### config.mk
export PLATFORM = sky130hd
export DESIGN_NAME = alarm_snooze_ctrl
export DESIGN_NICKNAME = d
export VERILOG_FILES = /design/src/rtl/alarm_snooze_ctrl.sv
export SDC_FILE = /design/constraint.sdc
export NUM_CORES = 1
export LEC_CHECK = 0
export CORE_MARGIN = 5
export CORE_UTILIZATION = 60
export DETAILED_ROUTE_END_ITERATION = 16
export GPL_ROUTABILITY_DRIVEN = 0
export MAX_ROUTING_LAYER = met4
export PLACE_DENSITY = 0.95
export SYNTH_ARGS = -nofsm -noshare
export SYNTH_HDL_FRONTEND = slang
export SYNTH_SLANG_ARGS = --single-unit
export TNS_END_PERCENT = 100
### constraint.sdc
create_clock -name clk -period 6.7 [get_ports clk]
set_clock_uncertainty 0.05 [all_clocks]
set_input_delay 1.005 -clock clk [delete_from_list [all_inputs] [get_ports clk]]
set_output_delay 1.005 -clock clk [all_outputs]
set_load 0.01 [all_outputs]
### src/rtl/alarm_snooze_ctrl.sv
// Alarm clock controller: four programmable alarm slots, ring/snooze FSM,
// per-event snooze limit, and a ring-duration counter ticked by minute pulses.

// One alarm slot: a BCD HH:MM time plus an enable bit. The match output is
// combinational on the current (pre-write) contents, so a write landing on the
// same edge as a minute pulse only takes effect from the following minute.
module alarm_slot (
    input  logic        clk,
    input  logic        reset,
    input  logic        wr_sel,
    input  logic [15:0] wr_time,
    input  logic        wr_ena,
    input  logic [15:0] cur_time,
    output logic        hit
);

    logic [15:0] time_q;
    logic        en_q;

    // Slot storage, cleared to a disabled 00:00 slot by reset
    always_ff @(posedge clk or negedge reset) begin
        if (!reset) begin
            time_q <= 16'h0000;
            en_q   <= 1'b0;
        end else if (wr_sel) begin
            time_q <= wr_time;
            en_q   <= wr_ena;
        end
    end

    // Pure equality compare; midnight wrap needs no special case
    always_comb hit = en_q && (time_q == cur_time);

endmodule

module alarm_snooze_ctrl #(
    parameter int SNOOZE_MIN = 5,
    parameter int MAX_SNOOZE = 3
) (
    input  logic        clk,
    input  logic        reset,
    input  logic        clk_min,
    input  logic [15:0] cur_time,
    input  logic        wr_en,
    input  logic [1:0]  wr_idx,
    input  logic [15:0] wr_time,
    input  logic        wr_ena,
    input  logic        off_Alarm,
    input  logic        snooze,
    input  logic [3:0]  dur_Alarm,
    output logic        Alarm,
    output logic [1:0]  active_slot,
    output logic [1:0]  state,
    output logic [2:0]  snooze_cnt
);

    localparam int         NUM_SLOTS = 4;
    localparam logic [3:0] SNZ_LOAD  = 4'(SNOOZE_MIN);
    localparam logic [2:0] MAX_CNT   = 3'(MAX_SNOOZE);

    typedef enum logic [1:0] {
        IDLE    = 2'd0,
        RINGING = 2'd1,
        SNOOZE  = 2'd2,
        ILLEGAL = 2'd3
    } st_t;

    st_t                  state_q, state_d;
    logic [3:0]           dur_q, dur_d;
    logic [3:0]           snz_q, snz_d;
    logic [2:0]           cnt_q, cnt_d;
    logic [1:0]           slot_q, slot_d;
    logic                 alarm_q, alarm_d;

    logic [NUM_SLOTS-1:0] hit;
    logic                 any_hit;
    logic [1:0]           win_idx;
    logic                 kill;
    logic                 snz_ok;
    logic                 dur_expire;
    logic                 snz_expire;
    logic [3:0]           dur_load;

    // Slot array, one instance per alarm slot
    for (genvar i = 0; i < NUM_SLOTS; i++) begin : g_slot
        alarm_slot u_slot (
            .clk      (clk),
            .reset    (reset),
            .wr_sel   (wr_en && (wr_idx == 2'(i))),
            .wr_time  (wr_time),
            .wr_ena   (wr_ena),
            .cur_time (cur_time),
            .hit      (hit[i])
        );
    end

    // Lowest-index matching slot wins; scan from the top so the lowest sticks
    always_comb begin
        any_hit = |hit;
        win_idx = '0;
        for (int i = NUM_SLOTS - 1; i >= 0; i--) begin
            if (hit[i]) win_idx = 2'(i);
        end
    end

    // Event qualifiers shared by next-state and datapath logic
    always_comb begin
        kill       = wr_en && !wr_ena && (wr_idx == slot_q);
        snz_ok     = snooze && (cnt_q < MAX_CNT);
        dur_expire = clk_min && (dur_q <= 4'd1);
        snz_expire = clk_min && (snz_q <= 4'd1);
        dur_load   = (dur_Alarm == 4'd0) ? 4'd1 : dur_Alarm;
    end

    // State and datapath registers
    always_ff @(posedge clk or negedge reset) begin
        if (!reset) begin
            state_q <= IDLE;
            dur_q   <= '0;
            snz_q   <= '0;
            cnt_q   <= '0;
            slot_q  <= '0;
            alarm_q <= 1'b0;
        end else begin
            state_q <= state_d;
            dur_q   <= dur_d;
            snz_q   <= snz_d;
            cnt_q   <= cnt_d;
            slot_q  <= slot_d;
            alarm_q <= alarm_d;
        end
    end

    // Next-state: cancel (off or disabling the owning slot) beats snooze,
    // which beats minute expiry; matches outside IDLE are simply dropped
    always_comb begin
        state_d = state_q;
        case (state_q)
            IDLE: begin
                if (clk_min && any_hit && !off_Alarm) state_d = RINGING;
            end
            RINGING: begin
                if (off_Alarm || kill) state_d = IDLE;
                else if (snz_ok)       state_d = SNOOZE;
                else if (dur_expire)   state_d = IDLE;
            end
            SNOOZE: begin
                if (off_Alarm || kill) state_d = IDLE;
                else if (snz_expire)   state_d = RINGING;
            end
            default: state_d = IDLE;
        endcase
    end

    // Datapath next values, keyed on the transition being taken
    always_comb begin
        dur_d  = dur_q;
        snz_d  = snz_q;
        cnt_d  = cnt_q;
        slot_d = slot_q;
        if (state_d == IDLE) begin
            // Any entry to (or stay in) IDLE ends the event; active_slot is kept
            cnt_d = '0;
            if (state_q != IDLE) begin
                dur_d = '0;
                snz_d = '0;
            end
        end else begin
            case (state_q)
                IDLE: begin
                    slot_d = win_idx;
                    dur_d  = dur_load;
                    cnt_d  = '0;
                end
                RINGING: begin
                    if (state_d == SNOOZE) begin
                        cnt_d = cnt_q + 3'd1;
                        snz_d = SNZ_LOAD;
                    end else if (clk_min) begin
                        dur_d = dur_q - 4'd1;
                    end
                end
                SNOOZE: begin
                    if (state_d == RINGING) begin
                        dur_d = dur_load;
                        snz_d = '0;
                    end else if (clk_min) begin
                        snz_d = snz_q - 4'd1;
                    end
                end
                default: ;
            endcase
        end
    end

    // Outputs: Alarm is a register tracking RINGING, so reset drops it at once
    always_comb begin
        alarm_d     = (state_d == RINGING);
        Alarm       = alarm_q;
        state       = state_q;
        active_slot = slot_q;
        snooze_cnt  = cnt_q;
    end

endmodule

==> results.yml <==
floorplanning:
  start_util_pct: 61.3
  core_mm2: 0.00765
  die_x_um: 98.4
  fp.dieArea_mm2: 0.00967
  dieHeight_um: 98.4
  ioPinCount: 53
  std_cell_rows: 32
synth:
  synth_compound_gate_area_share_pct: 8.92
  synth_top_family_by_area: "multiplexers"
  synth_cells: 407
  syn_area_mm2: 0.00468
  synth_most_common_cell: "dfrtp_1"
  synth_mux_area_share_pct: 16.3
  synth_edf_count: 0
  postSynthAreaPerCell_um2: 11.5
  ys_async_sr_fraction_pct: 100
  synth_fa_ha_area_share_pct: 2.40
  synth_top_area_cell: "dfrtp_1"
  synth-simple-area-share_pct: 13.0
  ys_warn_count: 0
  ys_ff_latch: 84
  synth_nets: 461
  synth_cell_types: 61
  synth_top_area_share_pct: 44.9
  synth-seq-area-share_pct: 44.9
  ys.flop_type: "dfrtp_1"
  synth_common_cells: "84 x dfrtp_1, 66 x mux2_2, 40 x xor2_1"
  synth_xor_area_share_pct: 12.3
  netlist_top_cells_area: "dfrtp_1 45%, mux2_2 16%, xor2_1 7.5%"
final_layout:
  final_core_util_pct: 72.5
  fin_area_mm2: 0.00554
  layout-drive-gt1-share_pct: 20.9
  layout.nets: 518
  fillers: 510
  fin_cells: 571
  antenna_cells: 0
  multi_input_area_mm2: 0.00249
  syn2layout_area_growth_pct: 18.3
  seq_area_mm2: 0.00210
timing:
  fin_crit_ns: 3.79
  hold_viol_final: 0
  slew_headroom_pct: 25.4
  rsz0062_at_grt: "false"
  post-route-period-util_pct: 56.5
  clock.fmax_mhz: 264
  slew_violations: 0
  setup_tns_ns: 0
  setup_viol: 0
  worstMarginPinSlew_ns: 1.12
  setup_ws_ns: 2.91
placement:
  dpl.hpwl_um: 8670
  preCtsSetupSlack_ns: 2.60
  placedCellCount: 555
  placed_cell_area_mm2: 0.00532
  io_buffer_count: 52
power_and_ir_drop:
  switchingPower_uw: 528
  seq_power_share_pct: 43.8
  leakage_uw: 0.00225
  power.density_mw_per_mm2: 285
  combPwrFrac_pct: 30.4
  pwr-share-clk_pct: 25.8
  irDropWorstVdd_v: 0.000170
  internal-power_uw: 1050
  switching_share_pct: 33.5
clock_network:
  cts_resized: 0
  holdBufCountCts: 0
  clkSinkCount: 84
  cts_buffers: 9
  cts_tree: "done"
  path_clk_slew_ns: 0.09
  cts_max_path_buffers: 2
  cts_setup_buffers: 0
  cts-root-buf: "clkbuf_8"
  clk_latency_ns: 0.36
  htreeDepth: 3
routing:
  detail-route-antenna-nets: 0
  drc: 0
  drt_iter0_drc: 298
  first_pass_iters: 5
  wl_met2_um: 5860
  vias_per_cell: 6.36
  wl_um: 11700
  drt-wirelength-per-cell_um: 20.5
  top_layer: "met4"
  vias: 3633
  met1_length_um: 4320
  wl_met3_um: 964
global_routing:
  grt_pass1_wl_um: 19000
  grt_max_degree: 85
  antenna_found_initial: 0
  grt_pass1_vias: 3834
  track_usage_pct: 25.7
  overflow: 0
setup_path:
  end_kind: "register"
  cp-start-kind: "input port"
  path_max_fanout: 4
  critical_path_required_ns: 6.90
  criticalPathCategory: "in -> reg"
  crit_chain: "clkdlybuf4s50_1 -> xor2_1 -> nor4_1 -> nand2_1 -> or4_4 -> a41oi_2 -> o21ai_1 -> mux2i_1 -> a21oi_2 -> a221o_1"
  crit_arrival_ns: 3.98
  slowest_stage: "or4_4"
  max_stage_delay_ns: 0.54
run_status:
  status: "finished clean"
min_path:
  hold_path_class: "reg -> reg"
run:
  cap_violations: 0
## registers in the layout, summed over array words and instances, names as in the netlist
| register | cells |
|---|---|
| g_slot.u_slot.en_q | 4 |
| active_slot | 2 |
| g_slot.u_slot.time_q | 64 |
| Alarm | 1 |
| snz_q | 4 |
| snooze_cnt | 3 |
| dur_q | 4 |
| state | 2 |
## cells by family after synthesis
group / Yosys count
adder cells (fa/ha/maj): 9
AND/OR/NAND/NOR: 100
multiplexers: 68
AO/OA/AOI/OAI: 54
flip-flops: 84
buffers and inverters: 26
XOR/XNOR: 66
## through the flow
| step | power (µW) | hold slack, ns |
|---|---|---|
| finish | 1580 | 0.486 |
| floorplan | 997 | 0.413 |
| CTS | 1580 | 0.483 |
| global route | 1650 | 0.494 |
| global placement | 1130 | 0.445 |
| detailed placement | 1170 | 0.463 |
## cell usage in the layout (no fill, tap or decap), types with 2 or more instances in the layout
cell type,Yosys,routed
clkinvlp_4,0,2
nor3_1,3,3
a21oi_1,6,6
nor4_2,4,4
o211ai_1,2,2
and4b_1,4,4
mux2_2,66,66
clkdlybuf4s50_1,0,51
clkbuf_8,0,10
ha_1,9,9
nor3b_1,4,3
dfrtp_1,84,84
or4_1,5,5
xnor2_1,26,26
nand3_1,8,8
nand3b_1,3,3
buf_4,0,2
o21ai_0,9,9
a211oi_1,3,3
nand2_1,21,21
o21ai_1,4,4
o41ai_1,2,2
o31ai_1,2,2
nand4_1,7,7
nand2b_1,4,4
and3_1,3,3
nor4_1,16,16
a221o_1,2,2
inv_1,17,17
bufinv_16,0,2
nor2_1,12,12
a22o_1,2,2
xor2_1,40,40
## final timing paths
check | start | end | slack, ns | cells after the start
hold reg to reg | g_slot[2].u_slot.time_q[15]$_DFFE_PN0P_ | g_slot[2].u_slot.time_q[15]$_DFFE_PN0P_ | 0.49 | 1
hold / removal | g_slot[2].u_slot.time_q[15]$_DFFE_PN0P_ | g_slot[2].u_slot.time_q[15]$_DFFE_PN0P_ | 0.49 | 1
setup reg to reg | dur_q[0]$_DFFE_PN0P_ | snz_q[0]$_DFFE_PN0P_ | 3.65 | 11
setup / recovery | cur_time[1] | dur_q[3]$_DFFE_PN0P_ | 2.91 | 10
min in group asynchronous | reset | g_slot[2].u_slot.time_q[4]$_DFFE_PN0P_ | 0.78 | 1
max in group asynchronous | reset | g_slot[0].u_slot.time_q[14]$_DFFE_PN0P_ | 5.13 | 1
## worst max-delay path: cells and delay by family
family          cells  cell delay [ns]
mux                 1             0.19
xor+xnor            1             0.26
compound gates      4             0.93
buf+inv             1             0.53
simple gates        3             1.06
## power groups by stage
stage                     combinational (µW)  sequential (µW)  clock [µW]
after detailed placement                 471              696           0
after global placement                   446              686           0
after floorplan                          324              673           0
after global routing                     520              701         434
after CTS                                476              688         411
final                                    480              690         408
## metal layers
metal	track usage [%]	vias to the layer above
li1	-	1598
met1	29.4	1754
met2	41.2	216
met3	6.57	65
met4	14.2	0
met5	-	-
## final cells by class
| type | count | area share [%] |
|---|---|---|
| Clock buffer | 11 | 2.55 |
| Tap cell | 102 | 2.30 |
| Inverter | 19 | 1.33 |
| Sequential cell | 84 | 37.9 |
| Timing Repair Buffer | 53 | 9.48 |
| Multi-Input combinational cell | 297 | 44.9 |
| Clock inverter | 5 | 1.51 |
Power figures use the tool's default switching activity.
